**src/rtl/sb3320_pkg.sv**
```systemverilog
// sb3320 shared definitions: turn command codes (also used by motor
// control), sequencer state encoding and line-sensor pattern names.
package sb3320_pkg;

    localparam logic [2:0] TURN_STOP    = 3'b000;
    localparam logic [2:0] TURN_FORWARD = 3'b001;
    localparam logic [2:0] TURN_LEFT    = 3'b010;
    localparam logic [2:0] TURN_RIGHT   = 3'b011;
    localparam logic [2:0] TURN_EXTREME = 3'b100;

    typedef enum logic [2:0] {
        ST_IDLE,
        ST_FOLLOW,
        ST_NODE,
        ST_SEARCH,
        ST_DONE
    } state_t;

    // {left, center, right}, 1 = line under sensor
    localparam logic [2:0] LINE_NONE   = 3'b000;
    localparam logic [2:0] LINE_R      = 3'b001;
    localparam logic [2:0] LINE_C      = 3'b010;
    localparam logic [2:0] LINE_CR     = 3'b011;
    localparam logic [2:0] LINE_L      = 3'b100;
    localparam logic [2:0] LINE_SPLIT  = 3'b101;
    localparam logic [2:0] LINE_LC     = 3'b110;
    localparam logic [2:0] LINE_ALL    = 3'b111;

endpackage

```
**src/rtl/sb3320_line_filter.sv**
```systemverilog
// sb3320 line-sensor debounce: a pattern is accepted once it has been seen
// on STABLE_SAMPLES consecutive qualified samples.
// Ports: clk, rst_n (sync, active-low), sample_valid, line[2:0] in;
//        stable_line[2:0] out (registered, resets to 000).
module sb3320_line_filter
    import sb3320_pkg::*;
#(
    parameter int unsigned STABLE_SAMPLES = 4
) (
    input  logic       clk,
    input  logic       rst_n,
    input  logic       sample_valid,
    input  logic [2:0] line,
    output logic [2:0] stable_line
);

    localparam logic [3:0] NEED = 4'(STABLE_SAMPLES);

    logic [2:0] prev;
    logic [3:0] match_cnt;
    logic [3:0] cnt_n;

    // count of consecutive identical samples, including this one
    always_comb begin
        cnt_n = 4'd1;
        if (line == prev) begin
            cnt_n = (match_cnt == 4'hF) ? 4'hF : match_cnt + 4'd1;
        end
    end

    always_ff @(posedge clk) begin
        if (!rst_n) begin
            prev        <= LINE_NONE;
            match_cnt   <= 4'd0;
            stable_line <= LINE_NONE;
        end else if (sample_valid) begin
            prev      <= line;
            match_cnt <= cnt_n;
            if (cnt_n == NEED) begin
                stable_line <= line;
            end
        end
    end

endmodule

```
**src/rtl/sb3320_turn_controller.sv**
```systemverilog
// sb3320 line-follow sequencer: debounced sensors drive a
// follow/node/search FSM that issues one registered turn code per clock.
// Ports: clk_50, rst_n (sync, active-low), start, halt, sample_valid,
//        line[2:0] in; turn[2:0], node_pulse, node_count[3:0], busy out.
// Build option: SB3320_NODE_LIMIT_EN ends the run in DONE after the
// hold of the node that brings node_count to MAX_NODES.
module sb3320_turn_controller
    import sb3320_pkg::*;
#(
    parameter int unsigned STABLE_SAMPLES = 4,
    parameter int unsigned NODE_HOLD      = 25_000_000,
    parameter int unsigned SEARCH_MIN     = 10_000_000,
    parameter int unsigned MAX_NODES      = 8
) (
    input  logic       clk_50,
    input  logic       rst_n,
    input  logic       start,
    input  logic       halt,
    input  logic       sample_valid,
    input  logic [2:0] line,
    output logic [2:0] turn,
    output logic       node_pulse,
    output logic [3:0] node_count,
    output logic       busy
);

    localparam logic [3:0]  NODE_LIMIT = 4'(MAX_NODES);
    localparam logic [31:0] HOLD_LAST  = NODE_HOLD - 32'd1;
    localparam logic [31:0] SRCH_MIN   = SEARCH_MIN;

`ifdef SB3320_NODE_LIMIT_EN
    localparam logic LIMIT_EN = 1'b1;
`else
    localparam logic LIMIT_EN = 1'b0;
`endif

    logic [2:0] stable_line;

    sb3320_line_filter #(
        .STABLE_SAMPLES(STABLE_SAMPLES)
    ) u_filter (
        .clk         (clk_50),
        .rst_n       (rst_n),
        .sample_valid(sample_valid),
        .line        (line),
        .stable_line (stable_line)
    );

    state_t      state, state_n;
    logic [2:0]  turn_n;
    logic        pulse_n;
    logic [3:0]  count_n;
    logic        busy_n;
    logic [31:0] dwell, dwell_n;
    logic        follow;

    always_ff @(posedge clk_50) begin
        if (!rst_n) begin
            state      <= ST_IDLE;
            turn       <= TURN_STOP;
            node_pulse <= 1'b0;
            node_count <= 4'd0;
            busy       <= 1'b0;
            dwell      <= 32'd0;
        end else begin
            state      <= state_n;
            turn       <= turn_n;
            node_pulse <= pulse_n;
            node_count <= count_n;
            busy       <= busy_n;
            dwell      <= dwell_n;
        end
    end

    always_comb begin
        state_n = state;
        turn_n  = turn;
        pulse_n = 1'b0;
        count_n = node_count;
        dwell_n = dwell;
        follow  = 1'b0;

        unique case (state)
            ST_IDLE, ST_DONE: begin
                turn_n  = TURN_STOP;
                dwell_n = 32'd0;
                if (start) begin
                    state_n = ST_FOLLOW;
                    turn_n  = TURN_FORWARD;
                    count_n = 4'd0;
                end
            end
            ST_FOLLOW: begin
                follow = 1'b1;
            end
            ST_NODE: begin
                turn_n  = TURN_FORWARD;
                dwell_n = dwell + 32'd1;
                // last hold cycle: the decode at this edge replaces
                // the forward command so the hold is exactly NODE_HOLD
                if (dwell >= HOLD_LAST) begin
                    if (LIMIT_EN && node_count == NODE_LIMIT) begin
                        state_n = ST_DONE;
                        turn_n  = TURN_STOP;
                        dwell_n = 32'd0;
                    end else begin
                        follow = 1'b1;
                    end
                end
            end
            ST_SEARCH: begin
                turn_n = TURN_EXTREME;
                if (dwell < SRCH_MIN) begin
                    dwell_n = dwell + 32'd1;
                end
                if (dwell >= SRCH_MIN && stable_line[1]) begin
                    follow = 1'b1;
                end
            end
            default: begin
                state_n = ST_IDLE;
                turn_n  = TURN_STOP;
            end
        endcase

        if (follow) begin
            state_n = ST_FOLLOW;
            dwell_n = 32'd0;
            unique case (stable_line)
                LINE_C:          turn_n = TURN_FORWARD;
                LINE_LC, LINE_L: turn_n = TURN_LEFT;
                LINE_CR, LINE_R: turn_n = TURN_RIGHT;
                LINE_SPLIT:      turn_n = turn;
                LINE_ALL: begin
                    state_n = ST_NODE;
                    turn_n  = TURN_FORWARD;
                    pulse_n = 1'b1;
                    count_n = (node_count == 4'hF) ? 4'hF
                                                   : node_count + 4'd1;
                end
                default: begin
                    state_n = ST_SEARCH;
                    turn_n  = TURN_EXTREME;
                end
            endcase
        end

        if (halt) begin
            state_n = ST_IDLE;
            turn_n  = TURN_STOP;
            pulse_n = 1'b0;
            count_n = node_count;
            dwell_n = 32'd0;
        end

        busy_n = (state_n == ST_FOLLOW) || (state_n == ST_NODE) ||
                 (state_n == ST_SEARCH);
    end

endmodule

```
**config.mk**
```make
export PLATFORM = sky130hd
export DESIGN_NAME = sb3320_turn_controller
export DESIGN_NICKNAME = d
export VERILOG_FILES = /design/src/rtl/sb3320_pkg.sv /design/src/rtl/sb3320_line_filter.sv /design/src/rtl/sb3320_turn_controller.sv
export SDC_FILE = /design/constraint.sdc
export NUM_CORES = 1
export LEC_CHECK = 0
export BUFFER_PORTS_ARGS = -buffer_cell sky130_fd_sc_hd__buf_2
export CAP_MARGIN = 20
export CELL_PAD_IN_SITES_DETAIL_PLACEMENT = 1
export CELL_PAD_IN_SITES_GLOBAL_PLACEMENT = 2
export CORE_MARGIN = 1
export CORE_UTILIZATION = 39
export CTS_CLUSTER_DIAMETER = 60
export DETAILED_ROUTE_END_ITERATION = 6
export PLACE_DENSITY = 0.88
export RECOVER_POWER = 100
export SLEW_MARGIN = 20
export SYNTH_ARGS = -nofsm -noshare
export SYNTH_HDL_FRONTEND = slang
export SYNTH_SLANG_ARGS = --single-unit
```
**constraint.sdc**
```tcl
create_clock -name clk_50 -period 3.8 [get_ports clk_50]
set_input_delay 1.14 -clock clk_50 [delete_from_list [all_inputs] [get_ports clk_50]]
set_output_delay 1.14 -clock clk_50 [all_outputs]
set_load 0.05 [all_outputs]
```
==> Yosys cells after proc, flatten, opt, wreduce, memory -nomap -nowiden <==
Index checks and enable logic that the tools add are counted.
{ "classes": {"order_cmp": 3, "n_eq_ne": 21, "mux": 22, "n_bitwise": 2, "n_reduce_logical": 17, "n_addsub": 3} }
{ "ops": {"columns": ["operator", "n"], "rows": [
  ["32-bit one-hot mux with 3 select lines", 1],
  ["32-bit by 1-bit adder with 32-bit output, second input constant", 1],
  ["32-bit by 24-bit >= comparator with 1-bit output, second input constant", 1],
  ["32-bit by 25-bit >= comparator with 1-bit output, second input constant", 1],
  ["32-bit by 24-bit less-than comparator with 1-bit output, second input constant", 1],
  ["32-bit 2-to-1 mux", 1],
  ["4-bit 2-to-1 mux", 7],
  ["3-bit one-hot mux with 4 select lines", 2],
  ["3-bit by 2-bit == test with 1-bit output, second input constant", 6],
  ["3-bit == test, second input constant", 5],
  ["3-bit 2-to-1 mux", 4],
  ["2-bit OR reduction", 5],
  ["3-bit by 1-bit == test with 1-bit output, second input constant", 3],
  ["3-bit OR reduction", 3],
  ["4-bit by 1-bit adder with 4-bit output, second input constant", 2],
  ["4-bit == test, second input constant", 2],
  ["2-bit inequality test, second input constant", 3],
  ["3-bit one-hot mux with 2 select lines", 1],
  ["2-bit AND reduction", 3],
  ["6-bit OR reduction", 1],
  ["4-bit by 3-bit == test with 1-bit output, second input constant", 1],
  ["1-bit 2-to-1 mux", 4],
  ["2-bit one-hot mux with 2 select lines", 1],
  ["3-bit == test", 1],
  ["other kinds (6)", 8]
]} }
{ "word_totals": {"reg_bits": 54} }

==> Longest topological paths before layout <==
Gate-level depths: netlist of the first run.
{ "depth": {"word_depth": 9, "ltp_mapped": 8, "depth_no_buf": 7} }

==> Modules after synthesis <==
From an unflattened synthesis of the first run, not the netlist that was laid out.
{ "hier_totals": {"hier_cells": 340, "area_unflattened_um2": 2841.5} }
{ "modules_own_cells": {"columns": ["mod", "cells_each", "seq_area_each_um2", "area_per_inst_um2", "instances"], "rows": [
  ["sb3320_turn_controller", 283, 880.8, 2314.7, 1],
  ["sb3320_line_filter", 57, 200.2, 526.8, 1]
]} }

==> Worst setup path after synthesis of the first run <==
No wires, ideal clock.
{ "synth_timing": {"path_kind": "in2reg", "start": "input halt", "end": "register dwell[24]", "cell_stages": 7, "t_arrival_ps": 2205, "slack_ps": 1467, "cell_sequence": "clkbuf_1 nand2b_1 buf_1 nor2_1 nand2_1 clkbuf_1 nor2_1"} }
{ "synth_via": {"elab_chain_cells": 1} }
{ "synth_lines": {"columns": ["item", "line_no", "rtl"], "rows": [
  ["start, declared", "sb3320_turn_controller.sv:18", "input logic halt,"],
  ["3-bit OR reduction (no line)", null, null],
  ["end signal, assigned", "sb3320_turn_controller.sv:71", "dwell <= dwell_n;"],
  ["end, declared", "sb3320_turn_controller.sv:54", "logic [31:0] dwell, dwell_n;"]
]} }
Every way passes these cells.
A chain may end at the register's enable or synchronous reset.

==> Worst setup path in the final report of the first run <==
{ "layout_timing": {"start": "register dwell[15]", "end": "register dwell[17]"} }
{ "layout_via": {"elab_chain_cells": 5, "word_cells_on_any_way": 13, "classes_between": "1 x add/sub; 3 x order compare; 1 x eq/ne; 5 x mux; 3 x reduce/logical"} }
{ "layout_lines": {"columns": ["item", "line_no", "rtl"], "rows": [
  ["32-bit by 24-bit >= comparator with 1-bit output", "sb3320_turn_controller.sv:116", "if (dwell >= SRCH_MIN && stable_line[1]) begin"],
  ["1-bit logical AND", "sb3320_turn_controller.sv:116", null],
  ["1-bit 2-to-1 mux", "sb3320_turn_controller.sv:116", null],
  ["1-bit one-hot mux with 3 select lines", "sb3320_turn_controller.sv:83", "unique case (state)"],
  ["3-bit OR reduction (no line)", null, null]
]} }
Parallel ways exist; a longest one is shown, timed or not. The select of a mux whose other input is x is not followed.

==> results of run 1 <==
worst min-delay path by stage:
stage	startpoint	end
floorplan	dwell[31]	dwell[31]
global placement	dwell[31]	dwell[31]
detailed placement	dwell[31]	dwell[31]
CTS	dwell[31]	dwell[31]
global route	dwell[27]	dwell[27]
finish	dwell[31]	dwell[31]
synth_stat cells (all sizes together), types with 3 or more instances:
library cell  instances  area (um2)
dfxtp                54        1080
a21oi                39         195
nor2                 35         131
nand2                23        86.3
o21ai                20         100
nand4                15        93.8
nand3                14        75.1
or3                  14        87.6
or4                  13         105
inv                  12        45.0
clkbuf                9        33.8
mux2i                 9        90.1
nor3                  9        45.0
o31ai                 9        67.6
and4                  6        52.6
ha                    6        75.1
and3                  5        31.3
buf                   5        22.5
a211oi                4        35.0
and2                  4        25.0
o211ai                3        22.5
xor2                  3        26.3
final cells by class:
cell class,instances,area (um2)
fillers,908,4030
multi-input cells,274,1720
flip-flops and latches,54,1080
well taps,99,124
repair buffers,17,70.1
clock buffers,5,68.8
clock inverters,3,68.8
inverters,13,48.8
worst reg2reg max path, stage by stage, from the launching register on:
cell	delay, ps
dfxtp_1	380
or4_1	550
a2111oi_0	540
o32ai_1	220
o22ai_2	360
nand2_1	370
clkbuf_1	460
a21oi_1	250
metrics by stage:
| stage | hold WS, ps | worst slack, ps |
|---|---|---|
| after floorplan | 434 | 1470 |
| after global placement | 453 | 995 |
| after detailed placement | 467 | 807 |
| after CTS | 483 | 810 |
| after global routing | 529 | 293 |
| final | 481 | 619 |
sequential cells by signal, summed over array words and instances, names as in the netlist:
register              cells
u_filter.stable_line      3
u_filter.match_cnt        4
state                     3
u_filter.prev             3
turn                      3
node_pulse                1
node_count                4
busy                      1
dwell                    32
power by group:
part / internal, mW / switching [mW] / total, mW
Clock: 0.264 / 0.200 / 0.464
Combinational: 0.0165 / 0.0389 / 0.0553
Sequential: 0.571 / 0.00513 / 0.576
per-layer routing:
metal  track usage  vias to the layer above
met2         0.333                       26
met4        0.0484                        0
met3        0.0271                        6
li1              -                     1366
met5             0                        -
met1         0.259                     1326
logic make-up (layout without fill, tap and decap cells):
kind of cell | Yosys count | in the layout | synth area share
flip-flops | 54 | 54 | 0.372
XOR/XNOR | 4 | 4 | 0.0121
AND/OR/NAND/NOR | 152 | 152 | 0.294
multiplexers | 9 | 9 | 0.0310
adder cells (fa/ha/maj) | 6 | 6 | 0.0258
AO/OA/AOI/OAI | 103 | 103 | 0.229
buffers and inverters | 27 | 38 | 0.0362
==> run summary, run 1 <==
Yosys reg bits: 54
Mapped Area: 2910 um2
sequential element share of the synthesized area: 0.372
via/cell ratio: 5.86
DR pass1 iterations: 4
die width: 88.3 um
period utilisation layout: 0.837
Crit Reg-Reg Startpoint: dwell[15]
total grt overflow: 0
met1 WL: 3640 um
R2R cell count: 7
post-route cell area: 3180 um2
CP max stage delay: 550 ps
Top FF cell, synth: dfxtp_1
R2R Setup Slk: 620 ps
postcts setup bufs: 0
post-layout min period: 3180 ps
Reg2Reg Capture Point: dwell[17]
worst rel slew slack: 0.406
worst vdd ir: 0.000156 V
CTS clk-pin slew, worst paths: 100 ps
dpl hpwl: 5270 um
Yosys warning count: 0
layout cells sized above 1: 0.0683
CP Buf/Inv Count: 1
Worst Tran Pin Value: 882 ps
Clock Skew: 9.98 ps
critical path type: flop to flop
Critical Path Stages: 7
DR iter-0 viols: 129
Post-CTS Resized: 0
CTS Root Cell: clkbuf_8
GRT Resource Usage Total: 0.195
Unique masters post-synth: 63
status: complete, no violations
Synth Net Count: 369
placed instance area: 3060 um2
met2 routed WL: 3430 um
final wirelength: 7250 um
WP data arrival: 3420 ps
most common cell after layout, fill and taps aside: dfxtp_1
Die ar.: 7800 um2
Syn Inst Count: 355
Clk Latency, worst-skew pair: 310 ps
CP endpoint kind: flop
end of the critical path: dwell[17]
CP Data Required Time: 4040 ps
DRC errors left: 0
DR WL met3: 121 um
Cells after DPL: 457
CTS Buffer Depth: 2
TritonCTS clock tree: yes
Hold-fix buffers, CTS: 0
Post-synth EDFFs: 0
Initial Util: 0.403
Post-Route Utilization: 0.441
Hold Path Cell Cnt: 2
Final Slew Violations: 0
Setup violations, final: 0
placer congestion estimate: 0.758
HP Class: flop to flop
RSZ-0062 raised after global routing: no
total power: 1.10 mW
via count: 2724
post-route setup TNS: 0 ps
remaining antenna violation count: 0
Leakage: 1.03 nW
crit path from: dwell[15]
Num CTS Buffers: 5
Layout area overhead: 9.47%
Die H: 88.3 um
vias in the first global route: 2587
Avg Inst Size Synth: 8.19 um2
most frequent cells in the layout: dfxtp_1, a21oi_1, nor2_1, nand2_1, o21ai_0
antenna diode count: 0
largest net degree at the start of global routing: 23
CP max stage cell: or4_1
initial antenna violation count: 0
crit-path cells: or4_1 -> a2111oi_0 -> o32ai_1 -> o22ai_2 -> nand2_1 -> clkbuf_1 -> a21oi_1
first-pass GRT wire length: 12100 um
Final Net Count: 379
f_max: 0.314 GHz
highest metal used: met4
Final Hold Violating Endpoints: 0
CTS sink count: 54
Core ar.: 7210 um2
CP Max Fanout: 17
Power Density: 344 nW/um2
startpoint types: flop
CP top delay family: compound AO/OA/AOI/OAI gates
FP Rows: 31
H-tree depth: 2
Finished Layout Cells: 465
IO Pins: 17
ys async rst share: 0
max_cap viols: 0
input/output buffers: 16
Avg WL per Cell: 15.6 um
No activity file was read; power rests on OpenSTA's default activity.
==> run 2: changes to the inputs <==
Settings changed: ABC_AREA from default to 1, CORE_UTILIZATION 39 to 30, PLACE_DENSITY 0.88 to 0.81.
Clock period 3.8 ns to 2.8 ns, I/O delays scaled along.
==> run summary, run 2 <==
status: complete, no violations (unchanged)
initial antenna violation count: 0 (unchanged)
Die ar.: 12700 um2 (was 7800 um2)
top post-synthesis cells by area: dfxtp_1, nand2_1, inv_1 (was dfxtp_1, a21oi_1, nor2_1)
startpoint types: flop (unchanged)
Synth Net Count: 614 (was 369)
first-pass GRT wire length: 19200 um (was 12100 um)
vias in the first global route: 3940 (was 2587)
Top FF cell, synth: dfxtp_1 (unchanged)
Net Switching: 0.426 mW (was 0.244 mW)
postcts setup bufs: 0 (unchanged)
sequential element share of the synthesized area: 0.293 (was 0.372)
Post-CTS Resized: 0 (unchanged)
Worst Tran Pin Value: 602 ps (was 882 ps)
CTS Root Cell: clkbuf_16 (was clkbuf_8)
Largest regs: dwell: 32 flops, node_count: 4 flops, u_filter.match_cnt: 4 flops (unchanged)
DR iter-0 viols: 123 (was 129)
cell-internal power: 1.17 mW (was 0.851 mW)
via count: 3726 (was 2724)
Clock Skew: 5.12 ps (was 9.98 ps)
Final Net Count: 628 (was 379)
Final Hold Violating Endpoints: 0 (unchanged)
CP Max Fanout: 23 (was 17)
Avg Inst Size Synth: 6.14 um2 (was 8.19 um2)
part of the power in registers: 0.492 (was 0.526)
Final Slew Violations: 0 (unchanged)
CP endpoint kind: flop (unchanged)
critical path type: flop to flop (unchanged)
Commonest cells post-synth: nand2_1, inv_1, nor2_1 (was dfxtp_1, a21oi_1, nor2_1)
Power Density: 397 nW/um2 (was 344 nW/um2)
max_cap viols: 0 (unchanged)
TritonCTS clock tree: yes (unchanged)
antenna diode count: 0 (unchanged)
Yosys top cell by area: dfxtp_1 (unchanged)
switching part of the total: 0.266 (was 0.223)
Core ar.: 12000 um2 (was 7210 um2)
R2R cell count: 14 (was 7)
worst vdd ir: 0.000214 V (was 0.000156 V)
Comb pwr share: 0.083 (was 0.051)
Yosys warning count: 0 (unchanged)
via/cell ratio: 4.89 (was 5.86)
remaining antenna violation count: 0 (unchanged)
CP Data Required Time: 3000 ps (was 4040 ps)
post-synth top area share: 0.293 (was 0.372)
most common cell after layout, fill and taps aside: nand2_1 (was dfxtp_1)
DRC errors left: 0 (unchanged)
WP data arrival: 2560 ps (was 3420 ps)
IO Pins: 17 (unchanged)
CTS Buffer Depth: 2 (unchanged)
Syn Inst Count: 600 (was 355)
Top reg by flops: dwell (unchanged)
Reg2Reg Capture Point: dwell[27] (was dwell[17])
Setup violations, final: 0 (unchanged)
Post-synth EDFFs: 0 (unchanged)
Cells after DPL: 754 (was 457)
Finished Layout Cells: 762 (was 465)
R2R Setup Slk: 440 ps (was 620 ps)
Die H: 113 um (was 88.3 um)
Hold-fix buffers, CTS: 0 (unchanged)
DP Worst Slack: 516 ps (was 807 ps)
Crit Reg-Reg Startpoint: dwell[15] (unchanged)
max FFs per register: 32 (unchanged)
Clk Latency, worst-skew pair: 300 ps (was 310 ps)
layout cells sized above 1: 0.0618 (was 0.0683)
HP Start: u_filter.stable_line[2] (was dwell[31])
Yosys reg bits: 54 (unchanged)
f_max: 0.424 GHz (was 0.314 GHz)
CTS sink count: 54 (unchanged)
Num CTS Buffers: 5 (unchanged)
input/output buffers: 16 (unchanged)
Clock power frac: 0.426 (was 0.424)
final worst setup slack: 443 ps (was 619 ps)
RSZ-0062 raised after global routing: no (unchanged)
post-layout min period: 2360 ps (was 3180 ps)
HP Class: flop to flop (unchanged)
Hold Path Cell Cnt: 2 (unchanged)
ys async rst share: 0 (unchanged)
DR pass1 iterations: 4 (unchanged)
Unique masters post-synth: 36 (was 63)
Initial Util: 0.307 (was 0.403)
Mapped Area: 3680 um2 (was 2910 um2)
Avg WL per Cell: 14.7 um (was 15.6 um)
worst rel slew slack: 0.600 (was 0.406)
total grt overflow: 0 (unchanged)
placer congestion estimate: 0.865 (was 0.758)
GRT Resource Usage Total: 0.187 (was 0.195)
dpl hpwl: 8640 um (was 5270 um)
Leakage: 1.84 nW (was 1.03 nW)
cell with the most instances after synthesis: nand2_1 (was dfxtp_1)
Layout area overhead: 9.51% (was 9.47%)
die width: 113 um (was 88.3 um)
final wirelength: 11200 um (was 7250 um)
largest net degree at the start of global routing: 29 (was 23)
FP Rows: 40 (was 31)
hold-critical path endpoint: u_filter.stable_line[2] (was dwell[31])
period utilisation layout: 0.842 (was 0.837)
CTS clk-pin slew, worst paths: 80 ps (was 100 ps)
post-route setup TNS: 0 ps (unchanged)
most frequent cells in the layout: nand2_1, inv_1, nor2_1, dfxtp_1, nand3_1 (was dfxtp_1, a21oi_1, nor2_1, nand2_1, o21ai_0)
H-tree depth: 2 (unchanged)
-- run 2: metrics by stage --
stage               utilization  cell area, um2  hold slack (ps)  power (mW)
finish                    0.336            4040              519        1.60
global route              0.336            4040              554        1.67
detailed placement        0.325            3910              506       0.942
floorplan                     -            3680              467       0.898
global placement          0.325            3910              500       0.939
CTS                       0.338            4060              520        1.63
-- run 2: layout make-up --
class,instances,area (um2)
fill,1620,7980
clock buffer,6,139
timing repair buffer,23,115
clock inverter,2,17.5
tap,147,184
multi-input combinational,440,2160
sequential,54,1080
inverter,90,338
-- run 2: layer usage --
metal  global-route usage  share of wire
met2                0.351           0.50
met3               0.0225          0.017
met1                0.234           0.48
met4               0.0240         0.0038
met5                    0              0
-- run 2: critical path, cell delays in order (launching register included) --
cell and delay (ps):
dfxtp_1 460, nand2_1 120, nor2_1 160, nand2_1 70, nand3_1 130, nand2_1 80
nand2_2 90, nand2_1 260, nand2_2 150, clkbuf_2 400, nor2_1 80, nand3_1 80
nand2_1 80, nand2_1 70, inv_1 30
-- run 2: power groups by stage --
stage               clock network [mW]  registers [mW]  logic (mW)
global route                     0.736           0.789       0.148
finish                           0.682           0.787       0.132
detailed placement                   0           0.805       0.137
floorplan                            0           0.812      0.0865
global placement                     0           0.804       0.134
CTS                              0.701           0.787       0.138
-- run 2: logic make-up (layout without fill, tap and decap cells) --
| family | Yosys count | in the layout | synth area share |
|---|---|---|---|
| simple gates | 347 | 347 | 0.418 |
| buf+inv | 106 | 121 | 0.117 |
| flops | 54 | 54 | 0.293 |
| compound gates | 61 | 61 | 0.0890 |
| xor+xnor | 26 | 26 | 0.0618 |
| fa+ha+maj | 6 | 6 | 0.0204 |
-- run 2: worst max path at each step --
stage / slack (ps) / to / startpoint / depth (start not counted)
2_1_floorplan: 860 / dwell[13] / rst_n / 7
3_3_place_gp: 610 / dwell[20] / dwell[0] / 14
3_5_place_dp: 520 / dwell[11] / dwell[0] / 14
4_1_cts: 500 / dwell[11] / dwell[0] / 14
5_1_grt: 150 / dwell[8] / dwell[0] / 14
6_report: 440 / dwell[27] / dwell[15] / 14
==> run 3: changes to the inputs <==
Settings changed: ABC_AREA 1 to 0, CORE_UTILIZATION 30 to 33, PLACE_DENSITY 0.81 to 0.8.
Clock period 2.8 ns to 2 ns, I/O delays scaled along.
==> run summary, run 3 (same netlist as run 1, synthesis figures left out) <==
status: finished with violations (was complete, no violations)
failing checks: negative setup slack
post-route setup TNS: -10450 ps (was 0 ps)
Die H: 95.9 um (was 113 um)
H-tree depth: 2 (unchanged)
most frequent cells in the layout: buf_4, dfxtp_1, nor2_1, a21oi_2, nand2_1 (was nand2_1, inv_1, nor2_1, dfxtp_1, nand3_1)
remaining antenna violation count: 0 (unchanged)
dpl hpwl: 6440 um (was 8640 um)
CP Data Required Time: 2220 ps (was 3000 ps)
layout cells sized above 1: 0.415 (was 0.0618)
Leakage: 1.57 nW (was 1.84 nW)
Final Hold Violating Endpoints: 0 (unchanged)
startpoint types: flop (unchanged)
RSZ-0062 raised after global routing: yes (was no)
DRC errors left: 0 (unchanged)
Final Net Count: 456 (was 628)
Layout area overhead: 51.3% (was 9.51%)
CP Max Fanout: 5 (was 23)
Cells after DPL: 526 (was 754)
worst rel slew slack: 0.603 (was 0.600)
Setup violations, final: 43 (was 0)
worst vdd ir: 0.000298 V (was 0.000214 V)
max FFs per register: 32 (unchanged)
WHS: 513 ps (was 519 ps)
DR iter-0 viols: 94 (was 123)
first-pass GRT wire length: 16100 um (was 19200 um)
total power: 1.95 mW (was 1.60 mW)
CTS Buffer Depth: 2 (unchanged)
Die ar.: 9190 um2 (was 12700 um2)
max_cap viols: 0 (unchanged)
post-route cell area: 4400 um2 (was 4040 um2)
TritonCTS clock tree: yes (unchanged)
critical path type: flop to flop (unchanged)
Finished Layout Cells: 548 (was 762)
final wirelength: 10100 um (was 11200 um)
Top reg by flops: dwell (unchanged)
IO Pins: 17 (unchanged)
WP data arrival: 2640 ps (was 2560 ps)
final worst setup slack: -427 ps (was 443 ps)
via count: 3163 (was 3726)
largest net degree at the start of global routing: 18 (was 29)
die width: 95.9 um (was 113 um)
CTS Root Cell: clkbuf_8 (was clkbuf_16)
total grt overflow: 0 (unchanged)
CP endpoint kind: flop (unchanged)
Post-Route Utilization: 0.525 (was 0.336)
Clk Latency, worst-skew pair: 330 ps (was 300 ps)
Largest regs: dwell: 32 flops, node_count: 4 flops, u_filter.match_cnt: 4 flops (unchanged)
DP Worst Slack: -421 ps (was 516 ps)
Clock Skew: 11.0 ps (was 5.12 ps)
via/cell ratio: 5.77 (was 4.89)
most common cell after layout, fill and taps aside: buf_4 (was nand2_1)
Core ar.: 8380 um2 (was 12000 um2)
input/output buffers: 16 (unchanged)
Worst Tran Pin Value: 598 ps (was 602 ps)
Num CTS Buffers: 5 (unchanged)
placer congestion estimate: 0.795 (was 0.865)
CTS sink count: 54 (unchanged)
antenna diode count: 0 (unchanged)
Power Density: 444 nW/um2 (was 397 nW/um2)
HP Class: flop to flop (unchanged)
Avg WL per Cell: 18.5 um (was 14.7 um)
DR pass1 iterations: 4 (unchanged)
Fill cells: 954 (was 1620)
Initial Util: 0.347 (was 0.307)
period utilisation layout: 1.21 (was 0.842)
placed instance area: 3630 um2 (was 3910 um2)
Final Slew Violations: 0 (unchanged)
CTS clk-pin slew, worst paths: 100 ps (was 80 ps)
Hold-fix buffers, CTS: 0 (unchanged)
initial antenna violation count: 0 (unchanged)
vias in the first global route: 3175 (was 3940)
post-layout min period: 2430 ps (was 2360 ps)
f_max: 0.412 GHz (was 0.424 GHz)
FP Rows: 33 (was 40)
GRT Resource Usage Total: 0.232 (was 0.187)
[run 3: cell types whose count changed in the layout (fill, tap and decap cells not counted), moves of 8 or more]
| cell | delta |
|---|---|
| buf_6 | +12 |
| mux2i_1 | +9 |
| nand2_1 | -139 |
| inv_1 | -73 |
| or4_1 | +8 |
| buf_4 | +50 |
| nor3_1 | -27 |
| xor2_1 | -17 |
| nor2_1 | -46 |
| o21ai_0 | -23 |
| dfxtp_1 | -8 |
| a21oi_2 | +20 |
| nand3_1 | -38 |
[run 3: area by class of cell]
type | instances | area (um2) | area share
clock buffers | 6 | 72.6 | 0.0165
clock inverters | 2 | 13.8 | 0.00313
inverters | 13 | 48.8 | 0.0111
multi-input cells | 274 | 2200 | 0.500
flip-flops and latches | 54 | 1100 | 0.249
well taps | 105 | 131 | 0.0299
repair buffers | 94 | 835 | 0.190
[run 3: worst paths after layout]
check	start	end	slack [ps]	cells past startpoint
worst max-delay path	dwell[24]	dwell[17]	-430	8
worst min-delay path	dwell[16]	dwell[16]	510	2
worst max register to register	dwell[24]	dwell[17]	-430	8
worst min register to register	dwell[16]	dwell[16]	510	2
[run 3: worst max-delay path, cell delays in order (launching register included)]
cell,delay (ps)
dfxtp_2,330
or4_4,570
a211oi_4,320
a21boi_2,150
buf_4,160
a21bo_4,220
buf_4,140
o31ai_1,330
a21oi_2,90
[run 3: per-layer routing]
metal / wire, um / vias up / track usage
li1: - / 1514 / -
met2: 5130 / 51 / 0.407
met4: 332 / 0 / 0.0920
met5: 0 / - / 0
met3: 248 / 26 / 0.0363
met1: 4430 / 1572 / 0.282
[run 3: what timing repair did]
item | 4_1_cts | 5_1_grt
resized for setup | 70 | 48
setup endpoints to repair | 43 | 43
gates cloned | 4 | 0
pin swaps | 50 | 19
buffers inserted | 10 | 6
[run 3: where the power goes]
part	leakage (nW)	switching (mW)	internal, mW	total [mW]
sequential	0.441	0.00732	1.08	1.09
clock	0.0456	0.409	0.251	0.661
combinational	1.08	0.109	0.0917	0.201
total	1.57	0.526	1.43	1.95
